<file path="config.mk">
export PLATFORM = sky130hd
export DESIGN_NAME = sram_arbiter
export DESIGN_NICKNAME = d
export VERILOG_FILES = /design/src/rtl/sram_arbiter_pkg.sv /design/src/rtl/sram_wait_ctr.sv /design/src/rtl/sram_arbiter.sv
export SDC_FILE = /design/constraint.sdc
export NUM_CORES = 1
export LEC_CHECK = 0
export ABC_CLOCK_PERIOD_IN_PS = 4010
export BUFFER_PORTS_ARGS = -buffer_cell sky130_fd_sc_hd__buf_2
export CAP_MARGIN = 25
export CORE_MARGIN = 2
export CORE_UTILIZATION = 48
export CTS_CLUSTER_DIAMETER = 40
export DETAILED_ROUTE_END_ITERATION = 16
export PLACE_DENSITY = 0.94
export SLEW_MARGIN = 15
export SYNTH_ARGS = -nofsm -noshare
export SYNTH_HDL_FRONTEND = slang
export SYNTH_SLANG_ARGS = --single-unit
</file>
<file path="constraint.sdc">
create_clock -name cpu_clk_50M -period 4.01 [get_ports cpu_clk_50M]
set_input_delay 0.2005 -clock cpu_clk_50M [delete_from_list [all_inputs] [get_ports cpu_clk_50M]]
set_output_delay 0.2005 -clock cpu_clk_50M [all_outputs]
set_load 0.005 [all_outputs]
</file>
<file path="src/rtl/sram_arbiter_pkg.sv">
`default_nettype none
// ============================================================================
// Module      : sram_arbiter_pkg
// Description : Shared definitions for the SRAM port arbiter: FSM state
//               encoding, SRAM strobe active levels and the pipeline-wide
//               chip-enable / flush / true levels.
// Revision    : 1.0 - initial release
// ============================================================================
package sram_arbiter_pkg;

  // Arbiter FSM state encoding
  typedef enum logic [1:0] {
    ST_IDLE = 2'd0,
    ST_IACC = 2'd1,
    ST_DACC = 2'd2,
    ST_DONE = 2'd3
  } arb_state_e;

  // SRAM strobes are active-low
  localparam logic c_sram_assert   = 1'b0;
  localparam logic c_sram_deassert = 1'b1;

  // Core-wide logic levels
  localparam logic c_chip_enable = 1'b1;
  localparam logic c_flush       = 1'b1;
  localparam logic c_true_v      = 1'b1;

  // A data access is a write when any byte enable is set
  function automatic logic be_is_write(input logic [3:0] be);
    return |be;
  endfunction

endpackage
`default_nettype wire

</file>
<file path="src/rtl/sram_wait_ctr.sv">
`default_nettype none
// ============================================================================
// Module      : sram_wait_ctr
// Description : Loadable down-counter with zero flag; times the SRAM wait
//               cycles of one access. Saturates at zero.
// Revision    : 1.0 - initial release
// Ports       : clk        - clock
//               rst        - synchronous active-high reset
//               i_load     - load i_load_val (wins over decrement)
//               i_load_val - value to load
//               i_dec      - decrement by one when non-zero
//               o_zero     - count is zero
// ============================================================================
module sram_wait_ctr #(
  parameter int WIDTH = 2
) (
  input  logic             clk,
  input  logic             rst,
  input  logic             i_load,
  input  logic [WIDTH-1:0] i_load_val,
  input  logic             i_dec,
  output logic             o_zero
);

  logic [WIDTH-1:0] r_count;

  always_ff @(posedge clk) begin
    if (rst) begin
      r_count <= '0;
    end else if (i_load) begin
      r_count <= i_load_val;
    end else if (i_dec && !o_zero) begin
      r_count <= r_count - WIDTH'(1);
    end
  end

  assign o_zero = (r_count == '0);

endmodule
`default_nettype wire

</file>
<file path="src/rtl/sram_arbiter.sv">
`default_nettype none
// ============================================================================
// Module      : sram_arbiter
// Description : Shares the single off-chip SRAM port between the instruction
//               fetch port and the MEM-stage data port. Data has fixed
//               priority, every access lasts WAIT_CYCLES SRAM cycles followed
//               by a one-cycle DONE (ack) and an IDLE bubble. A fetch that is
//               flushed while in flight still completes on the SRAM, but its
//               ack is suppressed.
// Revision    : 1.0 - initial release
// Ports       : cpu_clk_50M / cpu_rst    - clock, sync active-high reset
//               i_req/i_addr/i_rdata/i_ack - fetch port
//               d_req/d_be/d_addr/d_wdata/d_rdata/d_ack - data port
//               flush                    - exception flush from CP0
//               stall_req                - pipeline stall request
//               sram_*                   - off-chip SRAM interface
// ============================================================================
module sram_arbiter
  import sram_arbiter_pkg::*;
#(
  parameter int ADDR_W      = 20,
  parameter int WAIT_CYCLES = 2
) (
  input  logic              cpu_clk_50M,
  input  logic              cpu_rst,
  // fetch port
  input  logic              i_req,
  input  logic [31:0]       i_addr,
  output logic [31:0]       i_rdata,
  output logic              i_ack,
  // data port
  input  logic              d_req,
  input  logic [3:0]        d_be,
  input  logic [31:0]       d_addr,
  input  logic [31:0]       d_wdata,
  output logic [31:0]       d_rdata,
  output logic              d_ack,
  // pipeline control
  input  logic              flush,
  output logic              stall_req,
  // SRAM
  output logic              sram_ce_n,
  output logic              sram_oe_n,
  output logic              sram_we_n,
  output logic [3:0]        sram_be_n,
  output logic [ADDR_W-1:0] sram_addr,
  output logic [31:0]       sram_wdata,
  input  logic [31:0]       sram_rdata
);

  localparam int c_ctr_w = $clog2(WAIT_CYCLES) + 1;

  arb_state_e r_state;
  logic       r_grant_d;   // 1: current access belongs to the data port
  logic       r_kill;      // fetch in flight was flushed; drop its ack

  logic w_grant;
  logic w_in_access;
  logic w_ctr_zero;
  logic w_fetch_dead;

  // Data wins; a fetch is not started while a flush is being signalled
  assign w_grant     = (r_state == ST_IDLE) &&
                       (d_req || (i_req && (flush != c_flush)));
  assign w_in_access = (r_state == ST_IACC) || (r_state == ST_DACC);
  // A flush arriving on the last access cycle must also kill the ack
  assign w_fetch_dead = r_kill || (flush == c_flush);

  sram_wait_ctr #(
    .WIDTH (c_ctr_w)
  ) u_wait_ctr (
    .clk        (cpu_clk_50M),
    .rst        (cpu_rst),
    .i_load     (w_grant),
    .i_load_val (c_ctr_w'(WAIT_CYCLES - 1)),
    .i_dec      (w_in_access),
    .o_zero     (w_ctr_zero)
  );

  always_ff @(posedge cpu_clk_50M) begin
    if (cpu_rst) begin
      r_state    <= ST_IDLE;
      r_grant_d  <= 1'b0;
      r_kill     <= 1'b0;
      i_ack      <= 1'b0;
      d_ack      <= 1'b0;
      i_rdata    <= '0;
      d_rdata    <= '0;
      sram_ce_n  <= c_sram_deassert;
      sram_oe_n  <= c_sram_deassert;
      sram_we_n  <= c_sram_deassert;
      sram_be_n  <= {4{c_sram_deassert}};
      sram_addr  <= '0;
      sram_wdata <= '0;
    end else begin
      // acks are single-cycle pulses
      i_ack <= 1'b0;
      d_ack <= 1'b0;

      case (r_state)
        ST_IDLE: begin
          if (w_grant) begin
            r_grant_d  <= d_req;
            sram_addr  <= d_req ? d_addr[ADDR_W+1:2] : i_addr[ADDR_W+1:2];
            sram_wdata <= d_wdata;
            sram_ce_n  <= c_sram_assert;
            if (d_req && be_is_write(d_be)) begin
              sram_we_n <= c_sram_assert;
              sram_oe_n <= c_sram_deassert;
              sram_be_n <= ~d_be;
            end else begin
              // fetches and loads read the whole word
              sram_oe_n <= c_sram_assert;
              sram_we_n <= c_sram_deassert;
              sram_be_n <= {4{c_sram_assert}};
            end
            r_state <= d_req ? ST_DACC : ST_IACC;
          end
        end

        ST_IACC, ST_DACC: begin
          if ((r_state == ST_IACC) && (flush == c_flush)) begin
            r_kill <= c_true_v;
          end
          if (w_ctr_zero) begin
            if (r_grant_d) begin
              d_rdata <= sram_rdata;
              d_ack   <= c_true_v;
            end else begin
              i_rdata <= sram_rdata;
              i_ack   <= !w_fetch_dead;
            end
            sram_ce_n <= c_sram_deassert;
            sram_oe_n <= c_sram_deassert;
            sram_we_n <= c_sram_deassert;
            sram_be_n <= {4{c_sram_deassert}};
            r_state   <= ST_DONE;
          end
        end

        ST_DONE: begin
          // never re-grant here: the just-acked request is still high
          r_kill  <= 1'b0;
          r_state <= ST_IDLE;
        end

        default: r_state <= ST_IDLE;
      endcase
    end
  end

  assign stall_req = !cpu_rst && ((i_req && !i_ack) || (d_req && !d_ack));

  // Address bits outside the SRAM word range are intentionally ignored
  logic w_unused_addr_bits;
  assign w_unused_addr_bits = &{1'b0, i_addr[31:ADDR_W+2], i_addr[1:0],
                                d_addr[31:ADDR_W+2], d_addr[1:0]};

endmodule
`default_nettype wire
</file>
==> impl_metrics.yaml <==
worst_setup_path:
  cp.required_ps: 4420
  cp-end-kind: "flop"
  max_stage_delay_ps: 760
  cp.arrival_ps: 2760
  crit_path_max_fanout: 48
  cp-start-kind: "flop"
  path_cells: "inv_1, ha_1, o21a_2, buf_4, nand2_1, a21oi_1"
  r2r_slack_ps: 1660
  cp_slowest_cell: "o21a_2"
  critical_path_class: "reg2reg"
clocking:
  cts_sinks: 131
  htree_num_levels: 4
  cts_tree: "built"
  cts_setup_buffers: 0
  cts.path.max_buffers: 2
  cts_root_buffer: "clkbuf_8"
  cts_buffers: 17
  clkLatencyLatePin_ps: 510
  path_clk_slew_ps: 60
  cts_hold_buffers: 69
  post_cts_resized: 0
flow_run:
  drv_cap: 0
power_and_ir_drop:
  p_sw_share_pct: 35.10
  pwr-share-seq_pct: 36.7
  leakagePower_nw: 3.423
  combPwrFrac_pct: 32.5
  ir_worst_vdd_uv: 435.6
  total_power_mw: 4.839
  p_switching_mw: 1.698
  power_density_nw_per_um2: 655.1
  pwr-share-clk_pct: 30.9
  p_int_mw: 3.141
yosys:
  ys_seq_elements: 131
  synth_area_leaders: "dfxtp_1 53%, nand2_1 15%, a21oi_1 11%, mux2i_1 4.1%, a211oi_1 3.2%"
  ys.warnings.count: 0
  syn-num-nets: 731
  synth_top_cell_by_area: "dfxtp_1"
  syn_area_per_cell_um2: 8.339
  postSynthCellCount: 590
  yosysTopAreaCellShare_pct: 53.31
  synth_most_common_cell: "nand2_1"
  synth_edf_count: 0
  synth_common_cells: "193 x nand2_1, 131 x dfxtp_1, 106 x a21oi_1, 28 x nor2_1, 21 x a211oi_1"
  synthFlopType: "dfxtp_1"
  async_flop_share_pct: 0
  syn_area_um2: 4920
  yosysUniqueCellTypes: 36
  synth.yosys.seq_area_share_pct: 53.31
layout:
  final_cell_count_no_fill: 1025
  syn_to_final_growth_pct: 50.15
  diodes: 0
  final_area_um2: 7387
  post-route-util_pct: 74.89
  drive_above_1_share_pct: 32.29
  num-nets-final: 1020
timing:
  fin_hold_ws_ps: 26.09
  setup_tns_ps: 0
  worstMarginPinSlew_ps: 863.0
  setup_viol: 0
  fmaxAchievable_ghz: 0.4251
  post-route-period-util_pct: 58.66
  finalCriticalPeriod_ps: 2352
  slew_headroom_pct: 42.47
  hold_violations: 0
  rsz0062_at_grt: "false"
  fin_ws_ps: 1658
  drv_slew: 0
  skew_ps: 10.76
floorplan:
  coreArea_um2: 9864
  chipHeight_um: 105.2
  start_util_pct: 49.87
  fp-row-count: 36
  die_x_um: 105.2
  num_io_pins: 263
  fp.dieArea_um2: 11080
route:
  drt-total-wl_um: 16540
  wl_per_cell_um: 16.14
  vias: 5383
  post_drt_via_cell_ratio: 5.252
  ant_nets: 0
  drt_iter0_drc: 315
  first_pass_iters: 5
  drc: 0
placement:
  gp_congestion: 0.7862
  io_buffers: 238
  dp_cells: 924
  pre_cts_slack_ps: 1833
  place_area_um2: 6121
  dpl.hpwl_um: 8967
global_routing:
  grt_usage_pct: 29.68
  grt_pass1_vias: 5460
  antenna_found_initial: 0
  overflow: 0
  grt_max_degree: 70
  grt_pass1_wl_um: 26140
run_status:
  outcome: "finished clean"
min_path:
  worstHoldPathType: "in2reg"
[layer usage]
metal / vias up / track usage [%] / wire [um]
met4: 0 / 16.00 / 690
met1: 2471 / 30.63 / 6084
met3: 64 / 9.647 / 1424
li1: 2545 / - / -
met2: 303 / 53.00 / 8339
met5: - / 0 / 0
[power groups by stage]
stage / Combinational (mW) / Clock, mW / Sequential, mW
after floorplan: 0.918 / 0 / 1.81
after global placement: 1.41 / 0 / 1.77
after detailed placement: 1.44 / 0 / 1.78
after CTS: 1.52 / 1.51 / 1.76
after global routing: 1.73 / 1.58 / 1.80
final: 1.57 / 1.49 / 1.77
[state kept, by name, summed over array words and instances, names as in the netlist]
name,count
r_grant_d,1
sram_oe_n,1
d_rdata,32
i_rdata,32
sram_addr,20
r_kill,1
i_ack,1
sram_be_n,4
sram_ce_n,1
d_ack,1
r_state,2
sram_wdata,32
sram_we_n,1
u_wait_ctr.r_count,2
[area by class of cell]
| cell class | count | area, um^2 |
|---|---|---|
| Clock buffer | 19 | 441.7 |
| Multi-Input combinational cell | 409 | 2059 |
| Inverter | 5 | 18.77 |
| Fill cell | 646 | 2477 |
| Tap cell | 133 | 166.4 |
| Clock inverter | 13 | 133.9 |
| Timing Repair Buffer | 315 | 1944 |
| Sequential cell | 131 | 2623 |
[path summary, 6_finish.rpt]
| kind | startpoint | endpoint | cells after the start |
|---|---|---|---|
| worst max register to register | r_state[1] | sram_wdata[21] | 6 |
| worst min-delay path | i_addr[21] | sram_addr[19] | 3 |
| worst max-delay path | r_state[1] | sram_wdata[21] | 6 |
| worst min register to register | d_rdata[28] | d_rdata[28] | 2 |
[kinds of logic after synthesis]
family / after synthesis / synth area share [%]
compound gates: 142 / 16.48
mux: 20 / 4.069
simple gates: 242 / 20.04
flops: 131 / 53.31
fa+ha+maj: 4 / 1.017
buf+inv: 50 / 4.908
xor+xnor: 1 / 0.1781
[placed cells by master (no fill, tap or decap), drive strengths merged, types with 3 or more instances in the layout]
master and instances:
nor2 28, nor2b 8, buf 246, dlygate4sd3 69, a21oi 107, nand2 193
ha 4, clkinv 7, inv 6, a211oi 21, mux2i 20, dfxtp 131
o31ai 4, clkinvlp 3, clkbuf 19, nand2b 3
[critical path: cells and delay by family, from the launching register on]
kind,cells,cell delay [ps]
simple gates,1,90
buf+inv,2,520
compound gates,2,980
fa+ha+maj,1,310
flops,1,340
(Power assumes the default switching activity.)
